**config.mk**
```make
export PLATFORM = sky130hd
export DESIGN_NAME = mymac_iter
export DESIGN_NICKNAME = d
export VERILOG_FILES = /design/src/rtl/mymac_iter.sv
export SDC_FILE = /design/constraint.sdc
export NUM_CORES = 1
export LEC_CHECK = 0
export BUFFER_PORTS_ARGS = -buffer_cell sky130_fd_sc_hd__buf_2
export CORE_UTILIZATION = 30
export CTS_CLUSTER_DIAMETER = 150
export CTS_CLUSTER_SIZE = 14
export DETAILED_ROUTE_END_ITERATION = 10
export PLACE_DENSITY = 0.54
export SLEW_MARGIN = 15
export SYNTH_ARGS = -nofsm -noshare
export SYNTH_HDL_FRONTEND = slang
export SYNTH_SLANG_ARGS = --single-unit
```
**constraint.sdc**
```tcl
create_clock -name mclk -period 5.9 [get_ports mclk]
set_input_delay 1.18 -clock mclk [delete_from_list [all_inputs] [get_ports mclk]]
set_output_delay 1.18 -clock mclk [all_outputs]
set_load 0.02 [all_outputs]
```
**src/rtl/mymac_iter.sv**
```systemverilog
// Iterative 16x16 signed/unsigned multiply-accumulate on the openMSP430 peripheral bus.
// Optional level interrupt enabled by defining MYMAC_IRQ_EN.
module mymac_iter #(
  parameter logic [13:0] BASE_ADDR  = 14'h0A0,
  parameter int          RADIX_LOG2 = 0,
  parameter int          ACC_GUARD  = 8
) (
  input  logic        mclk,
  input  logic        puc_rst_n,
  input  logic [13:0] per_addr,
  input  logic [15:0] per_din,
  input  logic        per_en,
  input  logic [1:0]  per_we,
  output logic [15:0] per_dout,
  output logic        irq
);

  localparam int         ACC_W    = 32 + ACC_GUARD;
  localparam int         DIG_W    = 1 << RADIX_LOG2;
  localparam int         N_DIG    = 16 >> RADIX_LOG2;
  localparam logic [4:0] CNT_LAST = 5'(N_DIG - 1);

  localparam logic [2:0] R_OPA  = 3'd0;
  localparam logic [2:0] R_OPB  = 3'd1;
  localparam logic [2:0] R_RES0 = 3'd2;
  localparam logic [2:0] R_RES1 = 3'd3;
  localparam logic [2:0] R_RES2 = 3'd4;
  localparam logic [2:0] R_CTL  = 3'd5;
  localparam logic [2:0] R_STAT = 3'd6;

  typedef enum logic [1:0] {S_IDLE, S_RUN, S_ACC} state_e;

  state_e             state_q, state_d;
  logic [15:0]        opa_q, opa_d, opb_q, opb_d;
  logic               signed_q, signed_d, mac_q, mac_d, auto_q, auto_d;
  logic               done_q, done_d, ovf_q, ovf_d;
  logic [ACC_W-1:0]   acc_q, acc_d;
  logic [31:0]        mcand_q, mcand_d, partial_q, partial_d;
  logic [15:0]        mplier_q, mplier_d;
  logic [4:0]         cnt_q, cnt_d;
  logic               neg_q, neg_d, op_signed_q, op_signed_d, op_mac_q, op_mac_d;

  // Bus decode
  logic       hit, wr_en, rd_en;
  logic [2:0] off;
  logic       wr_opa, wr_opb, wr_ctl, wr_stat;

  assign hit     = (per_addr >= BASE_ADDR) && (per_addr <= BASE_ADDR + 14'd6);
  assign off     = 3'(per_addr - BASE_ADDR);
  assign wr_en   = per_en && (per_we == 2'b11) && hit;
  assign rd_en   = per_en && (per_we == 2'b00) && hit;
  assign wr_opa  = wr_en && (off == R_OPA);
  assign wr_opb  = wr_en && (off == R_OPB);
  assign wr_ctl  = wr_en && (off == R_CTL);
  assign wr_stat = wr_en && (off == R_STAT);

  logic start_ctl, start_auto, start, clr, busy;
  assign start_ctl  = wr_ctl && per_din[0];
  assign start_auto = wr_opb && auto_q;
  assign start      = (start_ctl || start_auto) && (state_q == S_IDLE);
  assign clr        = wr_ctl && per_din[4];
  assign busy       = (state_q != S_IDLE);

  // Operand capture: an AUTO start uses the OPB value being written this cycle.
  logic [15:0] src_a, src_b, mag_a, mag_b;
  logic        src_signed, src_mac;
  assign src_a      = opa_q;
  assign src_b      = start_auto ? per_din : opb_q;
  assign src_signed = start_ctl ? per_din[1] : signed_q;
  assign src_mac    = start_ctl ? per_din[2] : mac_q;
  assign mag_a      = (src_signed && src_a[15]) ? (~src_a + 16'd1) : src_a;
  assign mag_b      = (src_signed && src_b[15]) ? (~src_b + 16'd1) : src_b;

  // Final product and accumulation
  logic [DIG_W-1:0] digit;
  logic [31:0]      prod;
  logic [ACC_W-1:0] prod_ext;
  logic [ACC_W:0]   sum;
  logic             add_ovf;

  assign digit = mplier_q[DIG_W-1:0];
  assign prod  = neg_q ? (~partial_q + 32'd1) : partial_q;
  assign sum   = {1'b0, acc_q} + {1'b0, prod_ext};

  always_comb begin
    prod_ext = ACC_W'(prod);
    if (op_signed_q) prod_ext = ACC_W'($signed(prod));
  end

  assign add_ovf = op_signed_q
                 ? ((acc_q[ACC_W-1] == prod_ext[ACC_W-1]) && (sum[ACC_W-1] != acc_q[ACC_W-1]))
                 : sum[ACC_W];

  // NOTE: every variable gets its hold value first so no path leaves it unassigned (no latches).
  always_comb begin
    state_d     = state_q;
    opa_d       = opa_q;
    opb_d       = opb_q;
    signed_d    = signed_q;
    mac_d       = mac_q;
    auto_d      = auto_q;
    done_d      = done_q;
    ovf_d       = ovf_q;
    acc_d       = acc_q;
    mcand_d     = mcand_q;
    mplier_d    = mplier_q;
    partial_d   = partial_q;
    cnt_d       = cnt_q;
    neg_d       = neg_q;
    op_signed_d = op_signed_q;
    op_mac_d    = op_mac_q;

    if (wr_opa) opa_d = per_din;
    if (wr_opb) opb_d = per_din;
    if (wr_ctl) begin
      signed_d = per_din[1];
      mac_d    = per_din[2];
      auto_d   = per_din[3];
    end
    if (clr) acc_d = '0;
    if (wr_stat && per_din[1]) done_d = 1'b0;
    if (wr_stat && per_din[2]) ovf_d  = 1'b0;

    unique case (state_q)
      S_IDLE: begin
        if (start) begin
          mcand_d     = {16'h0, mag_a};
          mplier_d    = mag_b;
          neg_d       = src_signed && (src_a[15] ^ src_b[15]);
          op_signed_d = src_signed;
          op_mac_d    = src_mac;
          partial_d   = '0;
          cnt_d       = '0;
          done_d      = 1'b0;
          state_d     = S_RUN;
        end
      end
      S_RUN: begin
        partial_d = partial_q + (mcand_q * 32'(digit));
        mcand_d   = mcand_q << DIG_W;
        mplier_d  = mplier_q >> DIG_W;
        cnt_d     = cnt_q + 5'd1;
        if (cnt_q == CNT_LAST) state_d = S_ACC;
      end
      S_ACC: begin
        // A simultaneous CLR clears first, so the product lands in an empty accumulator.
        if (op_mac_q && !clr) begin
          acc_d = sum[ACC_W-1:0];
          if (add_ovf) ovf_d = 1'b1;
        end else begin
          acc_d = prod_ext;
        end
        done_d  = 1'b1;
        state_d = S_IDLE;
      end
      default: state_d = S_IDLE;
    endcase
  end

  // NOTE: all state, datapath included, is reset so an aborted operation leaves nothing behind.
  always_ff @(posedge mclk or negedge puc_rst_n) begin
    if (!puc_rst_n) begin
      state_q     <= S_IDLE;
      opa_q       <= '0;
      opb_q       <= '0;
      signed_q    <= 1'b0;
      mac_q       <= 1'b0;
      auto_q      <= 1'b0;
      done_q      <= 1'b0;
      ovf_q       <= 1'b0;
      acc_q       <= '0;
      mcand_q     <= '0;
      mplier_q    <= '0;
      partial_q   <= '0;
      cnt_q       <= '0;
      neg_q       <= 1'b0;
      op_signed_q <= 1'b0;
      op_mac_q    <= 1'b0;
    end else begin
      // NOTE: non-blocking assignments so every register samples pre-edge values.
      state_q     <= state_d;
      opa_q       <= opa_d;
      opb_q       <= opb_d;
      signed_q    <= signed_d;
      mac_q       <= mac_d;
      auto_q      <= auto_d;
      done_q      <= done_d;
      ovf_q       <= ovf_d;
      acc_q       <= acc_d;
      mcand_q     <= mcand_d;
      mplier_q    <= mplier_d;
      partial_q   <= partial_d;
      cnt_q       <= cnt_d;
      neg_q       <= neg_d;
      op_signed_q <= op_signed_d;
      op_mac_q    <= op_mac_d;
    end
  end

  logic ie_rd;

`ifdef MYMAC_IRQ_EN
  logic ie_q, ie_d, irq_q;

  always_comb begin
    ie_d = ie_q;
    if (wr_ctl) ie_d = per_din[5];
  end

  // Registered from next-state values so irq tracks DONE & IE with no extra lag.
  always_ff @(posedge mclk or negedge puc_rst_n) begin
    if (!puc_rst_n) begin
      ie_q  <= 1'b0;
      irq_q <= 1'b0;
    end else begin
      ie_q  <= ie_d;
      irq_q <= done_d && ie_d;
    end
  end

  assign ie_rd = ie_q;
  assign irq   = irq_q;
`else
  assign ie_rd = 1'b0;
  assign irq   = 1'b0;
`endif

  logic [15:0] res2;
  always_comb begin
    res2 = '0;
    if (ACC_GUARD != 0) begin
      if (signed_q) res2 = 16'($signed(acc_q) >>> 32);
      else          res2 = 16'(acc_q >> 32);
    end
  end

  always_comb begin
    per_dout = 16'h0;
    if (rd_en) begin
      unique case (off)
        R_OPA:   per_dout = opa_q;
        R_OPB:   per_dout = opb_q;
        R_RES0:  per_dout = acc_q[15:0];
        R_RES1:  per_dout = acc_q[31:16];
        R_RES2:  per_dout = res2;
        R_CTL:   per_dout = {10'h0, ie_rd, 1'b0, auto_q, mac_q, signed_q, 1'b0};
        R_STAT:  per_dout = {13'h0, ovf_q, done_q, busy};
        default: per_dout = 16'h0;
      endcase
    end
  end

endmodule
```
* Yosys cells after proc, flatten, opt, wreduce, memory -nomap -nowiden *
Cells that the tools add are included.

storage, ports and cells
  input bits = 35
  word-level logic and storage cells = 107
  output and inout bits = 17
  register bits after elaboration = 167

cells by class
  add/sub/neg operators = 7
  reductions and logical operators = 31
  muxes and demuxes = 32
  bitwise logic cells = 4
  equal/unequal tests = 14
  multiply operators = 1
  $lt $le $gt $ge = 2

operators with widths
  operator                                                         count
  two-way mux 40 bit                                               4
  case mux 32 bit (2 select lines)                                 2
  case mux 16 bit (7 select lines)                                 1
  two-way mux 16 bit                                               6
  two-way mux 32 bit                                               3
  adder 40 x 40 -> 41 bit                                          1
  adder 16 x 1 -> 16 bit, second input constant                    2
  adder 32 x 1 -> 32 bit, second input constant                    1
  adder 32 bit                                                     1
  multiplier 32 x 1 -> 32 bit                                      1
  inverter 16 bit                                                  2
  inverter 32 bit                                                  1
  case mux 16 bit (2 select lines)                                 1
  logical AND 1 bit                                                20
  >= comparator 14 x 8 -> 1 bit, second input constant             1
  less-or-equal comparator 14 x 8 -> 1 bit, second input constant  1
  case mux 5 bit (2 select lines)                                  1
  == test 3 bit, second input constant                             3
  two-way mux 1 bit                                                9
  == test 3 x 2 -> 1 bit, second input constant                    2
  AND reduction 2 bit                                              3
  nonzero test 2 bit                                               3
  adder 5 x 1 -> 5 bit, second input constant                      1
  == test 5 x 4 -> 1 bit, second input constant                    1
  16 further kinds                                                 20

* Depth between registers and ports, before layout *
  word-level depth = 11
  gate-level depth with buffers = 19
  gate-level depth less buffers = 19

* Least setup slack after synthesis *
No wires, ideal clock.

  path type = register to register
  start point = reg partial_q[9]
  end point = reg acc_q[37]
  stages on the path, launching flop included = 18
  required time = 5770 ps
  path buffers = 0
  slack = 1073 ps
  data arrival time = 4697 ps
  clock period less this slack = 4827 ps
  library setup time = 130 ps
  cell sequence = dfrtp_1 > or4_1 > or3_1 > or4_4 > nor3_2 > nand2_1 > o31ai_2 > xnor2_1 > ha_1 > a21o_1 > a21o_1 > a21o_1 > nor4b_2 > o21bai_1 > maj3_2 > or4_1 > a21oi_1 > o22ai_1

on the way
  longest elaborated chain between the ends = 7

RTL lines
  what                     RTL line  source
  from (decl)              38        logic [31:0] mcand_q, mcand_d, partial_q, partial_d;
  from (signal assigned)   192       partial_q <= partial_d;
  inverter 32 bit          82        assign prod = neg_q ? (~partial_q + 32'd1) : partial_q;
  adder 32 x 1 -> 32 bit   82
  two-way mux 32 bit *     82
  two-way mux 40 bit *     87        if (op_signed_q) prod_ext = ACC_W'($signed(prod));
  adder 40 x 40 -> 41 bit  83        assign sum = {1'b0, acc_q} + {1'b0, prod_ext};
  two-way mux 40 bit *     147       if (op_mac_q && !clr) begin
  two-way mux 40 bit *     124       unique case (state_q)
  to (signal assigned)     171       acc_q <= '0;
  to (signal assigned)     189       acc_q <= acc_d;
  to (decl)                37        logic [ACC_W-1:0] acc_q, acc_d;

Mark *: on every way between the ends. The rest lies on a longest branch, timed or not.
A chain may end at the register's enable or synchronous reset.

* Final worst setup path *
  start point = reg partial_q[5]
  end point = reg acc_q[37]

The elaborated chain is that of the path after synthesis.

==> results.py <==
metrics = {
    "critical_path": {
        "r2r_end": "acc_q[37]$_DFFE_PN0P_",
        "r2r_cells": 17,
        "critPathKind": "reg2reg",
        "reg2reg_from": "partial_q[5]$_DFFE_PN0P_",
        "critical_path_peak_fanout": 6,
        "critPathLaunchType": "flip-flop",
        "ff2ff_setup_slack_ps": 610,
        "cp.arrival_ps": 5610,
        "required_ps": 6220,
        "cp-end-kind": "flip-flop",
    },
    "cts": {
        "cts_num_sinks": 167,
        "numCtsBuffers": 17,
        "clk_latency_ps": 460,
        "tritoncts": "built",
        "root_buffer": "clkbuf_16",
        "path_clk_slew_ps": 70,
        "hold_buffers": 0,
        "cts-resized-gates": 0,
        "cts_buffer_depth": 2,
        "htreeDepth": 4,
        "cts_setup_buffers": 0,
    },
    "power": {
        "pwr-share-comb": 0.066,
        "leakagePower_uw": 0.00621,
        "switching_share": 0.253,
        "clkPwrFrac": 0.478,
        "ir_drop_v": 0.000181,
        "power_switching_uw": 648,
        "powerDensity_nw_per_um2": 179,
        "p_int_uw": 1910,
        "pwr-share-seq": 0.456,
    },
    "yosys": {
        "synthDistinctLibCells": 76,
        "synthCells": 1493,
        "synth_edf_count": 0,
        "synth_top_area_frac": 0.324,
        "synth_xor_area_frac": 0.0754,
        "syn_area_per_cell_um2": 8.64,
        "synth_top_family_by_area": "compound AO/OA/AOI/OAI gates",
        "synth.area.top_cells": "dfrtp_1 32%, ha_1 6.6%, o21ai_0 6.4%, xnor2_1 5.1%, nand2_1 4.8%",
        "synthTopCellsByCount": "167 x dfrtp_1, 166 x nand2_1, 164 x o21ai_0",
        "synthMostInstantiatedCell": "dfrtp_1",
        "synth_mux_area_frac": 0.0773,
        "synth-seq-cells": 167,
        "synth_flop_cell": "dfrtp_1",
        "synth_compound_area_frac": 0.221,
        "yosysTopAreaCell": "dfrtp_1",
        "yosysSeqAreaShare": 0.324,
        "yosys_warnings": 0,
        "async_flop_share": 1.00,
        "synthAdderAreaFrac": 0.0700,
        "synth_area_um2": 12900,
        "syn_nets": 1598,
        "synthSimpleGateAreaFrac": 0.202,
    },
    "worst_hold_path": {
        "worstHoldEndpoint": "mcand_q[30]$_DFFE_PN0P_",
        "hold_depth": 2,
        "hp-start": "mcand_q[29]$_DFFE_PN0P_",
        "min_path_type": "reg2reg",
    },
    "timing": {
        "fin_setup_tns_ps": 0,
        "setup_viol": 0,
        "worst-slew-pin-transition_ps": 932,
        "post-route-period-util": 0.896,
        "finalMaxSlewViolations": 0,
        "whs_ps": 489,
        "min_period_ps": 5290,
        "maxClockFrequency_mhz": 189,
        "hold_viol_final": 0,
        "grt_setup_unrepaired": "false",
        "slew_headroom": 0.379,
        "fin_skew_ps": 18.8,
    },
    "grt": {
        "antenna_found_initial": 0,
        "grt_max_degree": 93,
        "grt_pass1_vias": 10906,
        "grt_pass1_wl_um": 62700,
        "grt_use_total": 0.182,
        "overflow": 0,
    },
    "floorplan": {
        "start_util": 0.306,
        "die_area_um2": 43800,
        "die_y_um": 209,
        "die_w_um": 209,
        "io_pins": 52,
        "placementRows": 75,
        "core_area_um2": 42100,
    },
    "detailed_routing": {
        "wl_um": 39300,
        "ant_nets": 0,
        "post_drt_wl_per_cell_um": 19.1,
        "drt-vias-per-instance": 5.52,
        "vias": 11339,
        "drc": 0,
        "drtPass1Iterations": 5,
        "drt_iter0_drc": 923,
    },
    "layout": {
        "syn2layout_area_growth_pct": 11.0,
        "drive_above_1_share": 0.116,
        "diodes": 0,
        "final_cells": 2055,
        "nNetsFinal": 1608,
    },
    "job": {
        "drv_cap": 0,
    },
    "placed_design": {
        "placed_cells": 2023,
        "port_buffers": 50,
        "globalplace.congestion": 0.894,
        "dp_hpwl_um": 29200,
    },
    "outcome": {
        "outcome": "completed",
    },
}
power by group through the flow:
stage / Sequential (µW) / Clock (µW) / Combinational, µW
floorplan: 1180 / 0 / 100
global placement: 1190 / 0 / 168
detailed placement: 1190 / 0 / 170
CTS: 1170 / 1250 / 170
global route: 1170 / 1290 / 189
finish: 1170 / 1220 / 169
worst max path at each step:
stage                                         from                    end  slack (ps)  depth (start not counted)
after floorplan           partial_q[9]$_DFFE_PN0P_  acc_q[37]$_DFFE_PN0P_        1070                         17
after global placement    partial_q[4]$_DFFE_PN0P_  acc_q[37]$_DFFE_PN0P_         600                         17
after detailed placement  partial_q[4]$_DFFE_PN0P_  acc_q[37]$_DFFE_PN0P_         630                         17
after CTS                 partial_q[4]$_DFFE_PN0P_  acc_q[37]$_DFFE_PN0P_         600                         17
after global routing      partial_q[5]$_DFFE_PN0P_  acc_q[37]$_DFFE_PN0P_         220                         17
final                     partial_q[5]$_DFFE_PN0P_  acc_q[37]$_DFFE_PN0P_         610                         17
registers in the layout, summed over array words and instances, names as in the netlist, 2 cells and up:
name and cells:
mcand_q 32, state_q 2, acc_q 40, opa_q 16, cnt_q 5, opb_q 16
partial_q 32, mplier_q 16
final cells by class:
cell class	count	area, µm²
clock buffer	20	457
tap	539	674
multi-input combinational	1225	8350
fill	4322	27800
clock inverter	12	164
timing repair buffer	68	392
sequential	167	4180
inverter	24	90.1
worst max-delay path, stage by stage (launching register included):
cell	delay, ps
dfrtp_1	420
nor4_2	570
nand3b_1	310
or4_4	590
nor3_2	120
nand2_1	120
o31ai_2	220
xnor2_1	180
ha_1	340
a21o_1	210
a21o_1	180
a21o_1	200
nor4b_2	380
o21bai_1	240
maj3_2	360
or4_1	470
a21oi_1	160
o22ai_1	80
cell usage in the layout, fill, tap and decap left out, drive strengths merged, types with 36 or more instances in the layout:
| cell type | instances |
|---|---|
| dfrtp | 167 |
| xnor2 | 75 |
| xor2 | 36 |
| nand2 | 166 |
| and2 | 38 |
| a21oi | 95 |
| buf | 68 |
| ha | 68 |
| nand3 | 48 |
| nor2 | 96 |
| o21ai | 168 |
metal layers:
metal,global-route usage,part of all wire,vias up
li1,-,-,5499
met1,0.260,0.49,5560
met2,0.293,0.46,257
met3,0.0226,0.040,23
met4,0.0423,0.013,0
met5,0,0,-
cell families (layout without fill, tap and decap cells):
| kind of cell | after synthesis | after routing |
|---|---|---|
| xor+xnor | 111 | 111 |
| buf+inv | 101 | 124 |
| mux | 77 | 77 |
| simple gates | 509 | 509 |
| other cells | 1 | 1 |
| flops | 167 | 167 |
| fa+ha+maj | 71 | 71 |
| compound gates | 456 | 456 |
metrics by stage:
step	total power (µW)	worst slack [ps]	cell area, µm²	utilization
after floorplan	1280	1070	12900	-
after global placement	1360	602	13700	0.325
after detailed placement	1360	634	13700	0.325
after CTS	2580	602	14300	0.340
after global routing	2650	225	14300	0.340
final	2560	611	14300	0.340
(Power assumes the default switching activity.)
